File: config.mk
export PLATFORM = sky130hd
export DESIGN_NAME = gate_envelope
export DESIGN_NICKNAME = d
export VERILOG_FILES = /design/src/rtl/gate_envelope_pkg.sv /design/src/rtl/gate_envelope_rate_prescaler.sv /design/src/rtl/gate_envelope.sv
export SDC_FILE = /design/constraint.sdc
export NUM_CORES = 1
export LEC_CHECK = 0
export CAP_MARGIN = 15
export CORE_AREA = 2 2 62 64
export CTS_CLUSTER_DIAMETER = 120
export DETAILED_ROUTE_END_ITERATION = 12
export DIE_AREA = 0 0 64 66
export PLACE_DENSITY = 0.76
export SLEW_MARGIN = 20
export SYNTH_ARGS = -nofsm -noshare
export SYNTH_HDL_FRONTEND = slang
export SYNTH_SLANG_ARGS = --single-unit
export TNS_END_PERCENT = 10
File: constraint.sdc
create_clock -name clk -period 2.55 [get_ports clk]
set_input_delay 0.3825 -clock clk [delete_from_list [all_inputs] [get_ports clk]]
set_output_delay 0.3825 -clock clk [all_outputs]
set_load 0.05 [all_outputs]
File: src/rtl/gate_envelope_pkg.sv
// Shared types and constants for the gate-driven envelope generator.
//   env_state_t : envelope FSM states
//   DEF_AMP_W   : default amplitude width
//   DEF_RATE_W  : default rate-prescaler width
//   AMP_MAX     : full-scale amplitude at the default width
package gate_envelope_pkg;

    localparam int unsigned DEF_AMP_W  = 8;
    localparam int unsigned DEF_RATE_W = 8;
    localparam int unsigned AMP_MAX    = (1 << DEF_AMP_W) - 1;

    typedef enum logic [1:0] {
        IDLE    = 2'd0,
        ATTACK  = 2'd1,
        SUSTAIN = 2'd2,
        RELEASE = 2'd3
    } env_state_t;

endpackage

File: src/rtl/gate_envelope_rate_prescaler.sv
// Programmable clock divider pacing envelope steps.
//   clk, rst : clock, asynchronous active-high reset
//   clr      : restart the count from 0 (takes priority)
//   en       : count while high; held at 0 while low
//   rate     : clocks per tick, minus 1 (sampled live)
//   tick     : high in the cycle where cnt == rate (combinational from cnt)
module rate_prescaler
    import gate_envelope_pkg::*;
#(
    parameter int unsigned RATE_W = DEF_RATE_W
) (
    input  logic              clk,
    input  logic              rst,
    input  logic              clr,
    input  logic              en,
    input  logic [RATE_W-1:0] rate,
    output logic              tick
);

    logic [RATE_W-1:0] cnt;

    assign tick = en && (cnt == rate);

    // Wrap-to-zero counter; >= guards against rate being lowered mid-count.
    always_ff @(posedge clk or posedge rst) begin
        if (rst) begin
            cnt <= '0;
        end else if (clr || !en) begin
            cnt <= '0;
        end else if (cnt >= rate) begin
            cnt <= '0;
        end else begin
            cnt <= cnt + RATE_W'(1);
        end
    end

endmodule

File: src/rtl/gate_envelope.sv
// Linear attack/release envelope driven by a stepped gate pattern.
//   clk, rst     : clock, asynchronous active-high reset
//   step         : one-cycle strobe, gate_in is sampled only when high
//   gate_in      : serial pattern bit
//   attack_rate  : clocks per attack increment, minus 1
//   release_rate : clocks per release decrement, minus 1
//   amp          : registered envelope amplitude
//   trig         : registered one-cycle note-on pulse
//   busy         : state != IDLE, decoded from the state register
module gate_envelope
    import gate_envelope_pkg::*;
#(
    parameter int unsigned AMP_W  = DEF_AMP_W,
    parameter int unsigned RATE_W = DEF_RATE_W
) (
    input  logic              clk,
    input  logic              rst,
    input  logic              step,
    input  logic              gate_in,
    input  logic [RATE_W-1:0] attack_rate,
    input  logic [RATE_W-1:0] release_rate,
    output logic [AMP_W-1:0]  amp,
    output logic              trig,
    output logic              busy
);

    // Full scale for the configured width (equals AMP_MAX at the default).
    localparam logic [AMP_W-1:0] AMP_FULL = '1;

    env_state_t        state, state_n;
    logic [AMP_W-1:0]  amp_n;
    logic              trig_n;
    logic              prev_gate, prev_gate_n;
    logic              trigger_c, note_off_c;
    logic              ps_clr, ps_en, ps_tick;
    logic [RATE_W-1:0] ps_rate;

    assign trigger_c  = step && gate_in && !prev_gate;
    assign note_off_c = step && !gate_in && ((state == ATTACK) || (state == SUSTAIN));

    assign ps_en   = (state == ATTACK) || (state == RELEASE);
    assign ps_rate = (state == ATTACK) ? attack_rate : release_rate;
    assign busy    = (state != IDLE);

    rate_prescaler #(
        .RATE_W (RATE_W)
    ) u_prescaler (
        .clk  (clk),
        .rst  (rst),
        .clr  (ps_clr),
        .en   (ps_en),
        .rate (ps_rate),
        .tick (ps_tick)
    );

    // State, amplitude, pulse and gate-history registers.
    always_ff @(posedge clk or posedge rst) begin
        if (rst) begin
            state     <= IDLE;
            amp       <= '0;
            trig      <= 1'b0;
            prev_gate <= 1'b0;
        end else begin
            state     <= state_n;
            amp       <= amp_n;
            trig      <= trig_n;
            prev_gate <= prev_gate_n;
        end
    end

    // Next-state logic; gate events override (and discard) a same-cycle tick.
    always_comb begin
        state_n     = state;
        amp_n       = amp;
        trig_n      = 1'b0;
        ps_clr      = 1'b0;
        prev_gate_n = step ? gate_in : prev_gate;

        if (trigger_c) begin
            state_n = ATTACK;
            trig_n  = 1'b1;
            ps_clr  = 1'b1;
        end else if (note_off_c) begin
            state_n = RELEASE;
            ps_clr  = 1'b1;
        end else begin
            unique case (state)
                ATTACK: begin
                    if (amp == AMP_FULL) begin
                        state_n = SUSTAIN;
                    end else if (ps_tick) begin
                        amp_n = amp + AMP_W'(1);
                        if (amp == AMP_FULL - AMP_W'(1)) begin
                            state_n = SUSTAIN;
                        end
                    end
                end
                RELEASE: begin
                    if (amp == '0) begin
                        state_n = IDLE;
                    end else if (ps_tick) begin
                        amp_n = amp - AMP_W'(1);
                    end
                end
                default: begin
                    state_n = state;
                end
            endcase
        end
    end

endmodule

==> flow_summary.yaml <==
cells_and_area:
  fin_area_sq_um: 1870
  syn2layout_area_growth_pct: 30.1
  fin_nets: 228
  fillers: 319
  fin_util_pct: 52.8
  final_cells: 235
  diodes: 0
  drive_above_1_share_pct: 9.63
worst_setup_path:
  critPathSlowestCell: "dfrtp_1"
  critPathTopFamily: "buffers and inverters"
  rr_startpoint: "state[1]$_DFFE_PP0P_"
  cp_num_buf_inv: 4
  cp-end-kind: "flop"
  rr_worst_depth: 11
  reg2reg_slack_ns: 0.14
  critical_path_class: "flop to flop"
  cp.depth: 11
  cpPeakStageDelay_ns: 0.41
  r2r-end: "amp[6]$_DFFE_PP0P_"
  cp_max_fo: 13
  worstPathArrival_ns: 2.61
  worstSetupStartpointType: "flop"
  critPathRequiredTime_ns: 2.75
  cp-endpoint: "amp[6]$_DFFE_PP0P_"
  cp_cell_sequence: "inv_1, ha_2, buf_6, mux2i_1, ha_1, nand4_1, nor2_2, buf_4, nand4_1, buf_6, o31ai_1"
  cp-startpoint: "state[1]$_DFFE_PP0P_"
synth:
  syn_inst: 152
  synthDistinctLibCells: 33
  synth_flop_cell: "dfrtp_1"
  yosysMostFrequentCell: "dfrtp_1"
  synth_top_area_share_pct: 34.8
  synth_xor_area_share_pct: 6.69
  synthesis.area_sq_um: 1440
  ys_seq_area_share_pct: 34.8
  synth_compound_area_share_pct: 13.5
  synth_area_leaders: "dfrtp_1 (35%), ha_1 (16%), xor2_1 (5.5%)"
  synth_largest_area_cell: "dfrtp_1"
  syn_nets: 191
  ys.warnings.count: 0
  synthArstFlopShare_pct: 100
  ys_ff_latch: 20
  synth_mux_area_share_pct: 6.43
  synth_edf_count: 0
  synth_area_per_cell_sq_um: 9.47
  synthAdderAreaFrac_pct: 17.0
  synthTopCellsByCount: "dfrtp_1 (20), ha_1 (18), nor2_1 (12)"
  synth_simple_gate_area_share_pct: 18.0
  synth_top_family_by_area: "simple AND/OR/NAND/NOR gates"
placed_design:
  globalplace.congestion: 0.833
  place_hpwl_mm: 2.23
  post_dp_cell_area_sq_um: 1810
  place_ws_ns: 0.0654
  place.port_buffers: 29
  post-place-cells: 231
global_route:
  grt_use_total_pct: 14.5
  grt_pass1_vias: 1116
  overflow: 0
  antenna_found_initial: 0
  grt_pass1_wl_mm: 4.77
  grt_max_degree: 21
clocking:
  cts_hold_buf: 0
  clock_path_buffers: 2
  root_buffer: "clkbuf_4"
  clock_sinks: 20
  clk_latency_ns: 0.29
  cts_buffers: 3
  cts_tree: "yes"
  clk_pin_slew_ns: 0.10
  h-tree-depth: 1
sta:
  setup_violations: 0
  skew_ns: 0.00323
  timing.hold.ws_ns: 0.500
  setup_slack_ns: 0.140
  slew_violations: 0
  post-route-min-period_ns: 2.41
  hold_viol_final: 0
  finalSetupTns_ns: 0
  rsz0062_at_grt: "true"
  slew_headroom_pct: 51.6
  min_period_over_period_pct: 94.5
  tightest_slew_ns: 0.725
  fmax_mhz: 415
drt:
  drc: 0
  dr.pass1.iters: 4
  drt_wl_total_mm: 2.83
  ant_nets: 0
  wl_per_cell_microns: 12.0
  viasPerCell: 5.00
  drt_iter0_markers: 47
  vias: 1175
die:
  start_util_pct: 40.6
  pin_count: 30
  die_w_microns: 64
  die_h_microns: 66
  num_rows: 22
  core_sq_um: 3550
  dieArea_sq_um: 4220
power:
  power.leakage_nw: 0.835
  power_density_nw_per_um2: 794
  power_mw: 1.49
  peakVddDrop_mv: 0.441
worst_hold_path:
  hold_class: "input pin to async pin"
status:
  status: "finished clean"
run:
  drv_cap: 0
==> cells in the final DEF, fill, tap and decap left out, types with 2 or more instances in the layout <==
master / instances
inv_1: 10
nand3_1: 7
nor2_1: 11
clkbuf_4: 3
nor2b_1: 4
o21a_1: 4
and3_1: 2
buf_4: 3
ha_1: 17
o31ai_1: 2
o21ai_0: 10
xnor2_1: 2
clkdlybuf4s50_1: 29
nor3_1: 4
nand4_1: 5
a21oi_1: 4
xor2_1: 9
nand2_1: 11
mux2i_1: 7
dfrtp_1: 20
and2b_1: 2
mux2_2: 2
buf_6: 2
==> state kept, by name, indices dropped and copies added, names as in the netlist <==
signal           cells
u_prescaler.cnt      8
prev_gate            1
state                2
trig                 1
amp                  8
==> routing by layer <==
layer | share of wire [%] | global-route usage, % | up-vias
met5 | 0 | 0 | -
met4 | 1.9 | 5.71 | 0
met3 | 3.5 | 1.36 | 4
met2 | 47 | 24.9 | 21
met1 | 48 | 18.7 | 537
li1 | - | - | 613
==> area by class of cell <==
class | count | area [sq um] | share of cell area (%)
multi-input combinational | 120 | 918 | 49.0
sequential | 20 | 500 | 26.7
timing repair buffer | 34 | 335 | 17.9
tap | 48 | 60.1 | 3.20
inverter | 10 | 37.5 | 2.00
clock buffer | 3 | 22.5 | 1.20
==> how the worst min path moves through the flow <==
| stage | endpoint | from |
|---|---|---|
| detailed placement | prev_gate$_DFFE_PP0P_ | prev_gate$_DFFE_PP0P_ |
| CTS | prev_gate$_DFFE_PP0P_ | prev_gate$_DFFE_PP0P_ |
| global placement | prev_gate$_DFFE_PP0P_ | prev_gate$_DFFE_PP0P_ |
| finish | u_prescaler.cnt[6]$_DFF_PP0_ | rst |
| global route | prev_gate$_DFFE_PP0P_ | prev_gate$_DFFE_PP0P_ |
| floorplan | amp[0]$_DFFE_PP0P_ | rst |
==> timing repair <==
item / in CTS / in global routing
endpoints found under the setup margin: 0 / 9
buffers inserted: 0 / 1
gates resized for setup: 0 / 8
==> kinds of logic after synthesis <==
group	after synthesis
adders and majority gates	19
and+or+nand+nor	51
buffers and inverters	12
xor gates and xnor gates	11
AOI/OAI and AO/OA	30
DFF	20
muxes	9
==> power breakdown <==
part | leakage (nW) | switching, mW | internal, mW
sequential | 0.270 | 0.0787 | 0.373
clock | 0.0138 | 0.0859 | 0.0550
combinational | 0.551 | 0.492 | 0.404
(Power assumes the default switching activity.)
